## config.mk

```make
export PLATFORM = sky130hd
export DESIGN_NAME = full_adder
export DESIGN_NICKNAME = d
export VERILOG_FILES = /design/src/rtl/full_adder.sv
export SDC_FILE = /design/constraint.sdc
export NUM_CORES = 1
export LEC_CHECK = 0
export BUFFER_PORTS_ARGS = -buffer_cell sky130_fd_sc_hd__buf_2
export CORE_AREA = 4 4 41 43
export DETAILED_ROUTE_END_ITERATION = 7
export DIE_AREA = 0 0 45 47
export SLEW_MARGIN = 25
export SYNTH_ARGS = -nofsm -noshare
export SYNTH_HDL_FRONTEND = slang
export SYNTH_SLANG_ARGS = --single-unit
```

## constraint.sdc

```tcl
create_clock -name clk -period 1.42 [get_ports clk]
set_input_delay 0 -clock clk [delete_from_list [all_inputs] [get_ports clk]]
set_output_delay 0 -clock clk [all_outputs]
set_load 0.05 [all_outputs]
```

## src/rtl/full_adder.sv

```systemverilog
// One-bit full adder with a combinational path and a registered path that can
// chain its own carry for bit-serial addition (LSB first).
module full_adder (
   input  logic clk,
   input  logic rst,
   input  logic A,
   input  logic B,
   input  logic Cin,
   input  logic en,
   input  logic serial,
   output logic Sum,
   output logic Cout,
   output logic Sum_q,
   output logic Cout_q,
   output logic valid_q
);

   logic c_eff;
   logic sum_d;
   logic cout_d;

   // Combinational adder: depends on A, B, Cin only.
   assign Sum  = A ^ B ^ Cin;
   assign Cout = (A & B) | (A & Cin) | (B & Cin);

   // Serial mode recirculates the stored carry instead of Cin.
   always_comb begin
      c_eff  = Cin;
      if (serial) begin
         c_eff = Cout_q;
      end
      sum_d  = A ^ B ^ c_eff;
      cout_d = (A & B) | (A & c_eff) | (B & c_eff);
   end

   always_ff @(posedge clk) begin
      if (rst) begin
         Sum_q   <= 1'b0;
         Cout_q  <= 1'b0;
         valid_q <= 1'b0;
      end else if (en) begin
         Sum_q   <= sum_d;
         Cout_q  <= cout_d;
         valid_q <= 1'b1;
      end
   end

endmodule

```

==> impl_metrics.env, run 1 <==
export IMPL_synth_compound_gate_area_share=0
export IMPL_num_rows=13
export IMPL_drt_first_pass_iters=2
export IMPL_ys_seq_area_frac=0.410
export IMPL_synth_cells=12
export IMPL_root_buffer="clkbuf_4"
export IMPL_setup_viol=0
export IMPL_place_gp_congestion=0.655
export IMPL_regArea_um2=61.3
export IMPL_layout_cells_non_filler=43
export IMPL_start_util=0.112
export IMPL_setup_tns_ps=0
export IMPL_final_nets=38
export IMPL_multi_input_area_um2=86.3
export IMPL_worstPathMaxFanout=3
export IMPL_cp_start_kind="flop"
export IMPL_grt_pass1_vias=179
export IMPL_yosys_warnings=0
export IMPL_antenna_cells=0
export IMPL_routed_via_count=154
export IMPL_dpl_cell_count=38
export IMPL_leakage_uw=0.000129
export IMPL_die_h_um=47
export IMPL_grt_pass1_wl_um=745
export IMPL_yosys_register_bits=3
export IMPL_io_pins=12
export IMPL_grtUsageTotal=0.0586
export IMPL_rsz0062_at_grt="false"
export IMPL_post_cts_buffers=0
export IMPL_io_buffers=11
export IMPL_hold_viol=0
export IMPL_drive_gt1_frac=0.571
export IMPL_drtIter0Drc=2
export IMPL_fin_worst_skew_ps=2.94
export IMPL_synth_simple_area_share=0.103
export IMPL_synthToLayoutAreaGrowth_pct=76.1
export IMPL_tritoncts="done"
export IMPL_end_kind="flop"
export IMPL_clk_latency_ps=240
export IMPL_p_per_area_nw_per_um2=1360
export IMPL_status="finished, final reports clean"
export IMPL_crit_type="flop to flop"
export IMPL_drc_errors=0
export IMPL_synthMuxAreaShare=0.214
export IMPL_h_tree_depth=1
export IMPL_cts_buffer_depth=2
export IMPL_grt_max_degree=4
export IMPL_synthAdderAreaFrac=0.274
export IMPL_fin_crit_ps=1320
export IMPL_critPathArrivalTime_ps=1450
export IMPL_slew_violations=0
export IMPL_max_slew_margin_rel=0.833
export IMPL_worst_pin_slew_ps=252
export IMPL_irDropWorstVdd_v=0.000301
export IMPL_max_cap_viol_count=0
export IMPL_drt_wl_total_um=442
export IMPL_vias_per_cell=3.58
export IMPL_synth_cell_type_count=5
export IMPL_die_area_um2=2120
export IMPL_grt_overflow=0
export IMPL_fmax_ghz=0.756
export IMPL_synthesis_nets=21
export IMPL_clock_sinks=3
export IMPL_path_clk_slew_ps=40
export IMPL_antenna_left=0
export IMPL_drt_wirelength_per_cell_um=10.3
export IMPL_syn_avg_cell_area_um2=12.2
export IMPL_cp_required_ps=1550
export IMPL_core_um2=1300
export IMPL_synth_area_um2=146
export IMPL_cts_resized=0
export IMPL_die_x_um=45
export IMPL_synth_top_family_by_area="adder cells"
export IMPL_nFillCells=158
export IMPL_synth_xor_area_frac=0
export IMPL_rrSetupSlack_ps=100
export IMPL_numCtsBuffers=3
export IMPL_antenna_found_initial=0
export IMPL_finalCritPeriodShare=0.931
export IMPL_worstHoldPathType="primary input to flop"
## sequential cells by signal (all words and copies together), names as in the netlist
register	count
valid_q	1
Sum_q	1
Cout_q	1
## cells in the mapped netlist
cell type | count | area share
mux2i_1 | 2 | 0.14
mux2_2 | 1 | 0.077
dfxtp_1 | 3 | 0.41
fa_1 | 2 | 0.27
nor2_1 | 4 | 0.10
## cell type report
cell class                 count  area share
clock buffer                   4       0.102
multi-input combinational      9       0.335
timing repair buffer          12       0.252
sequential                     3       0.238
tap                           15      0.0728
## per-layer routing
layer | track usage | vias to the layer above | routed length (um)
met3 | 0.0728 | 2 | 101
met1 | 0.0459 | 67 | 174
met5 | 0 | - | 0
li1 | - | 70 | -
met4 | 0.0526 | 0 | 12
met2 | 0.0734 | 15 | 153
## cells in the final DEF, fill, tap and decap left out
cell type	n
buf_2	11
clkbuf_1	1
dfxtp_1	2
fa_1	2
nor2_1	4
dlygate4sd3_1	1
mux2i_1	2
dfxtp_2	1
mux2_2	1
clkbuf_4	3
## report_power, final
| group | leakage, uW | internal, uW | switching [uW] | total [uW] |
|---|---|---|---|---|
| Combinational | 0.0000891 | 29.4 | 69.7 | 99.1 |
| Sequential | 0.0000253 | 92.1 | 3.91 | 96.0 |
| Clock | 0.0000150 | 106 | 49.2 | 155 |
## kinds of logic (layout without fill, tap and decap cells)
| family | count (synthesis) | after routing |
|---|---|---|
| AND/OR/NAND/NOR | 4 | 4 |
| multiplexers | 3 | 3 |
| flip-flops | 3 | 3 |
| adder cells (fa/ha/maj) | 2 | 2 |
| buffers and inverters | 0 | 16 |
## critical path, cell delays in order, from the launching register on
cell     delay (ps)
dfxtp_2         320
mux2_2          260
fa_1            430
mux2i_1         140
nor2_1           60
## timing repair
action / CTS / global route
endpoints found under the hold margin: 3 / 0
hold buffers: 1 / 0
endpoints found under the setup margin: 0 / 0
## stage by stage
| stage | hold WS (ps) | area [um2] | total power, uW | util | setup WS, ps |
|---|---|---|---|---|---|
| 2_1_floorplan | 65.0 | 148 | 168 | - | 25.6 |
| 3_3_place_gp | 195 | 221 | 194 | 0.170 | 119 |
| 3_5_place_dp | 193 | 221 | 195 | 0.170 | 120 |
| 4_1_cts | 29.0 | 258 | 364 | 0.198 | 96.2 |
| 5_1_grt | 59.9 | 258 | 378 | 0.198 | 41.4 |
| 6_report | 35.0 | 258 | 350 | 0.198 | 97.8 |
## path summary, 6_finish.rpt
check                                           from                   end  cells after the start
worst min register to register  valid_q$_SDFFE_PP0P_  valid_q$_SDFFE_PP0P_                      2
worst max-delay path             Cout_q$_SDFFE_PP0P_    Sum_q$_SDFFE_PP0P_                      4
worst max register to register   Cout_q$_SDFFE_PP0P_    Sum_q$_SDFFE_PP0P_                      4
worst min-delay path                              en  valid_q$_SDFFE_PP0P_                      3
No activity file was read; power rests on OpenSTA's default activity.
==> run 2: changes to the inputs <==
--- a/config.mk
+++ b/config.mk
@@ -5,6 +5,7 @@
 export SDC_FILE = /design/constraint.sdc
 export NUM_CORES = 1
 export LEC_CHECK = 0
+export ABC_AREA = 1
 export BUFFER_PORTS_ARGS = -buffer_cell sky130_fd_sc_hd__buf_2
 export CORE_AREA = 4 4 41 43
 export DETAILED_ROUTE_END_ITERATION = 7
==> impl_metrics.env, run 2 <==
export IMPL_rsz0062_at_grt="false"
export IMPL_drc_errors=0
export IMPL_leakage_uw=0.000151
export IMPL_reg_largest_list="Cout_q x1, Sum_q x1, valid_q x1"
export IMPL_core_um2=1300
export IMPL_setup_tns_ps=0
export IMPL_status="finished, final reports clean"
export IMPL_synth_cells=21
export IMPL_grt_pass1_wl_um=669
export IMPL_yosys_top_cells_count="nor2_1, nand2_1, inv_1"
export IMPL_worstPathCellList="nand2_1 -> o21ai_0 -> fa_1 -> inv_1 -> nand2_1 -> nand2_1 -> nor2_1"
export IMPL_ys_flop_type="dfxtp_1"
export IMPL_ys_seq_area_frac=0.372
export IMPL_cp_start_kind="flop"
export IMPL_post_route_util=0.210
export IMPL_synth_top_area_frac=0.372
export IMPL_cts_buffer_depth=2
export IMPL_drive_gt1_frac=0.405
export IMPL_slew_violations=0
export IMPL_io_buffers=11
export IMPL_vias_per_cell=3.37
export IMPL_synth_cell_type_count=6
export IMPL_worst_pin_slew_ps=253
export IMPL_place_gp_congestion=0.649
export IMPL_drt_wl_total_um=388
export IMPL_fin_worst_skew_ps=4.37
export IMPL_critPathArrivalTime_ps=1370
export IMPL_h_tree_depth=1
export IMPL_finalCritPeriodShare=0.848
export IMPL_max_cap_viol_count=0
export IMPL_die_area_um2=2120
export IMPL_grtUsageTotal=0.0491
export IMPL_path_clk_slew_ps=40
export IMPL_setup_viol=0
export IMPL_tritoncts="done"
export IMPL_final_nets=47
export IMPL_fmax_ghz=0.830
export IMPL_end_kind="flop"
export IMPL_crit_slowest_cell="fa_1"
export IMPL_antenna_left=0
export IMPL_drt_first_pass_iters=2
export IMPL_numCtsBuffers=3
export IMPL_root_buffer="clkbuf_4"
export IMPL_synth_edf_count=0
export IMPL_grt_max_degree=6
export IMPL_max_slew_margin_rel=0.833
export IMPL_worst_hold_slack_ps=51.6
export IMPL_synth_most_common_cell="nor2_1"
export IMPL_dpl_cell_count=47
export IMPL_grt_pass1_vias=168
export IMPL_synthArstFlopShare=0
export IMPL_final_common_cell="buf_2"
export IMPL_post_cts_buffers=0
export IMPL_num_rows=13
export IMPL_drt_wirelength_per_cell_um=7.46
export IMPL_irDropWorstVdd_v=0.000467
export IMPL_syn_avg_cell_area_um2=7.69
export IMPL_clock_sinks=3
export IMPL_fin_crit_ps=1200
export IMPL_worstHoldPathType="primary input to flop"
export IMPL_yosys_warnings=0
export IMPL_crit_type="flop to flop"
export IMPL_synth_area_um2=161
export IMPL_synth_area_leaders="dfxtp_1, fa_1, nor2_1"
export IMPL_drtIter0Drc=1
export IMPL_cp_common_cell="nand2_1"
export IMPL_antenna_cells=0
export IMPL_antenna_found_initial=0
export IMPL_hold_buffers=1
export IMPL_design_power_total_uw=345
export IMPL_yosysTopAreaCell="dfxtp_1"
export IMPL_cpPeakStageDelay_ps=490
export IMPL_grt_overflow=0
export IMPL_cts_resized=0
export IMPL_clk_latency_ps=230
export IMPL_routed_via_count=175
export IMPL_io_pins=12
export IMPL_p_per_area_nw_per_um2=1270
export IMPL_die_x_um=45
export IMPL_yosys_register_bits=3
export IMPL_die_h_um=47
export IMPL_layout_cells_non_filler=52
export IMPL_synthToLayoutAreaGrowth_pct=69.0
export IMPL_synthesis_nets=30
export IMPL_worstPathMaxFanout=3
export IMPL_cp_required_ps=1590
export IMPL_hold_viol=0
export IMPL_layout_common_cells="buf_2, nor2_1, nand2_1"
export IMPL_start_util=0.124
-- run 2: cell count changes in the layout (fill, tap and decap cells not counted) --
cell     previous run  this run
inv_1               0         4
mux2_2              1         0
nand2_1             0         5
nor2_1              4         6
o21ai_0             0         1
mux2i_1             2         0
-- run 2: worst paths after layout --
| check | startpoint | endpoint | slack [ps] | depth (start not counted) |
|---|---|---|---|---|
| worst min register to register | Cout_q$_SDFFE_PP0P_ | Cout_q$_SDFFE_PP0P_ | 480 | 2 |
| worst max-delay path | Cout_q$_SDFFE_PP0P_ | Sum_q$_SDFFE_PP0P_ | 220 | 7 |
| worst max register to register | Cout_q$_SDFFE_PP0P_ | Sum_q$_SDFFE_PP0P_ | 220 | 7 |
| worst min-delay path | en | Cout_q$_SDFFE_PP0P_ | 50 | 3 |
-- run 2: cell families after synthesis --
group,synth area share
simple gates,0.256
buf+inv,0.0930
flops,0.372
fa+ha+maj,0.248
compound gates,0.0310
-- run 2: report_power, final --
part           switching (uW)  total [uW]  internal [uW]
clock network            45.2         151            105
registers                3.58        95.6           92.0
logic                    71.8        99.1           27.4
total                     121         345            225
-- run 2: stage by stage --
step	setup WS (ps)	area [um2]
detailed placement	210	236
CTS	188	273
finish	215	273
global placement	222	236
global route	92.6	273
floorplan	69.5	163
-- run 2: metal layers --
layer / routed length, um / up-vias / share of wire / global-route usage
met2: 179 / 10 / 0.46 / 0.0678
met1: 146 / 73 / 0.38 / 0.0525
met3: 62 / 0 / 0.16 / 0.0345
li1: - / 92 / - / -
met4: 0 / 0 / 0 / 0.0351
met5: 0 / - / 0 / 0
-- run 2: layout make-up --
| class | count | area (um2) |
|---|---|---|
| clock buffer | 4 | 26.3 |
| fill | 164 | 1030 |
| inverter | 4 | 15.0 |
| multi-input combinational | 14 | 86.3 |
| sequential | 3 | 61.3 |
| tap | 15 | 18.8 |
| timing repair buffer | 12 | 65.1 |
-- run 2: critical path: cells and delay by family, from the launching register on --
family | cells | cell delay [ps]
compound gates | 1 | 90
simple gates | 4 | 200
flops | 1 | 320
buf+inv | 1 | 40
fa+ha+maj | 1 | 490
==> run 3: changes to the inputs <==
==> constraint.sdc (replaced) <==
create_clock -name clk -period 1 [get_ports clk]
set_input_delay 0 -clock clk [delete_from_list [all_inputs] [get_ports clk]]
set_output_delay 0 -clock clk [all_outputs]
set_load 0.05 [all_outputs]
==> impl_metrics.env, run 3 (synthesis gave the netlist of run 2 again) <==
export IMPL_worstPathMaxFanout=2
export IMPL_final_common_cell="buf_2"
export IMPL_io_buffers=11
export IMPL_grt_pass1_wl_um=779
export IMPL_r2r_start="Cout_q$_SDFFE_PP0P_"
export IMPL_drt_wl_total_um=456
export IMPL_start_util=0.124
export IMPL_grt_overflow=0
export IMPL_place_gp_congestion=0.658
export IMPL_finalCritPeriodShare=1.19
export IMPL_drtIter0Drc=1
export IMPL_worstHoldPathType="primary input to flop"
export IMPL_die_h_um=47
export IMPL_setup_viol=2
export IMPL_dp_slack_ps=-219
export IMPL_ff2ff_path_depth=7
export IMPL_drive_gt1_frac=0.487
export IMPL_leakage_uw=0.000164
export IMPL_regArea_um2=63.8
export IMPL_critPathArrivalTime_ps=1350
export IMPL_grt_max_degree=6
export IMPL_nFillCells=149
export IMPL_grt_pass1_vias=219
export IMPL_path_clk_slew_ps=40
export IMPL_fin_worst_skew_ps=7.26
export IMPL_pwr_share_seq=0.266
export IMPL_core_um2=1300
export IMPL_p_int_uw=326
export IMPL_final_area_um2=297
export IMPL_reg2reg_to="Sum_q$_SDFFE_PP0P_"
export IMPL_p_switching_uw=178
export IMPL_status="finished with violations"
export IMPL_final_nets=49
export IMPL_max_cap_viol_count=0
export IMPL_worst_hold_slack_ps=49.2
export IMPL_multi_input_area_um2=92.6
export IMPL_grtUsageTotal=0.0539
export IMPL_clk_latency_ps=230
export IMPL_drt_first_pass_iters=2
export IMPL_irDropWorstVdd_v=0.000439
export IMPL_switching_share=0.353
export IMPL_reg_largest_list="Cout_q x1, Sum_q x1, valid_q x1"
export IMPL_h_tree_depth=1
export IMPL_setup_slack_ps=-189
export IMPL_antenna_found_initial=0
export IMPL_whs_endpoint="valid_q$_SDFFE_PP0P_"
export IMPL_hpwl_um=387
export IMPL_slew_violations=0
export IMPL_cp_start_kind="flop"
export IMPL_tritoncts="done"
export IMPL_whs_path_depth=3
export IMPL_hold_viol=0
export IMPL_hold_path_startpoint="en"
export IMPL_drt_wirelength_per_cell_um=8.44
export IMPL_routed_via_count=183
export IMPL_worst_pin_slew_ps=252
export IMPL_antenna_left=0
export IMPL_root_buffer="clkbuf_4"
export IMPL_vias_per_cell=3.39
export IMPL_rsz0062_at_grt="true"
export IMPL_die_area_um2=2120
export IMPL_cts_buffer_depth=2
export IMPL_end_kind="flop"
export IMPL_violations="setup timing"
export IMPL_fin_crit_ps=1190
export IMPL_io_pins=12
export IMPL_rrSetupSlack_ps=-190
export IMPL_antenna_cells=0
export IMPL_max_slew_margin_rel=0.833
export IMPL_crit_type="flop to flop"
export IMPL_p_per_area_nw_per_um2=1700
export IMPL_layout_common_cells="buf_2, nor2_1, inv_1, nand2_1, clkbuf_4"
export IMPL_numCtsBuffers=3
export IMPL_setup_tns_ps=-271
export IMPL_drc_errors=0
export IMPL_placed_area_um2=260
export IMPL_die_x_um=45
export IMPL_synthToLayoutAreaGrowth_pct=83.7
export IMPL_power_frac_comb=0.308
export IMPL_fmax_ghz=0.841
export IMPL_clock_sinks=3
export IMPL_num_rows=13
export IMPL_cp_required_ps=1160
export IMPL_power_frac_clock=0.426
-- run 3: cell types whose count changed in the layout (fill, tap and decap cells not counted) --
cell,previous run,this run
nand2_1,5,4
nand2_2,0,1
buf_4,0,2
o21ai_0,1,0
o21ai_2,0,1
dfxtp_4,0,1
dfxtp_2,1,0
-- run 3: through the flow --
stage | util | instances | power (uW)
floorplan | - | 21 | 245
global placement | 0.200 | 49 | 288
detailed placement | 0.200 | 49 | 291
CTS | 0.228 | 54 | 521
global route | 0.228 | 54 | 545
finish | 0.228 | 54 | 503
-- run 3: critical path, cell delays in order (launching register included) --
cell and delay [ps]:
dfxtp_4 330, nand2_2 50, o21ai_2 50, fa_1 470, inv_1 40, nand2_1 50
nand2_1 40, nor2_1 80
-- run 3: layer usage --
metal | track usage | share of wire | vias to the layer above
li1 | - | - | 96
met1 | 0.0552 | 0.38 | 80
met2 | 0.0847 | 0.50 | 7
met3 | 0.0192 | 0.12 | 0
met4 | 0.0526 | 0 | 0
met5 | 0 | 0 | -
-- run 3: cell type report --
class,count,area share
Clock buffer,4,0.0886
Inverter,4,0.0506
Multi-Input combinational cell,14,0.312
Sequential cell,3,0.215
Tap cell,15,0.0633
Timing Repair Buffer,14,0.270
-- run 3: worst max path at each step --
stage,startpoint,end,slack (ps),cells past startpoint
finish,Cout_q$_SDFFE_PP0P_,Sum_q$_SDFFE_PP0P_,-190,7
CTS,Cout_q$_SDFFE_PP0P_,Sum_q$_SDFFE_PP0P_,-230,7
floorplan,Cout_q$_SDFFE_PP0P_,Sum_q$_SDFFE_PP0P_,-250,7
global placement,Cout_q$_SDFFE_PP0P_,Sum_q$_SDFFE_PP0P_,-190,7
global route,Cout_q$_SDFFE_PP0P_,Sum_q$_SDFFE_PP0P_,-300,7
detailed placement,Cout_q$_SDFFE_PP0P_,Sum_q$_SDFFE_PP0P_,-220,7
-- run 3: what timing repair did --
item	CTS	global route
hold buffers	1	0
setup buffers	0	0
endpoints found under the setup margin	2	2
pin swaps	2	1
endpoints found under the hold margin	1	0
gates resized for setup	0	0
-- run 3: power by group through the flow --
| stage | clock network, uW | logic (uW) | registers (uW) |
|---|---|---|---|
| 2_1_floorplan | 0 | 74.4 | 171 |
| 3_3_place_gp | 0 | 152 | 136 |
| 3_5_place_dp | 0 | 155 | 136 |
| 4_1_cts | 228 | 158 | 134 |
| 5_1_grt | 238 | 172 | 135 |
| 6_report | 214 | 155 | 134 |
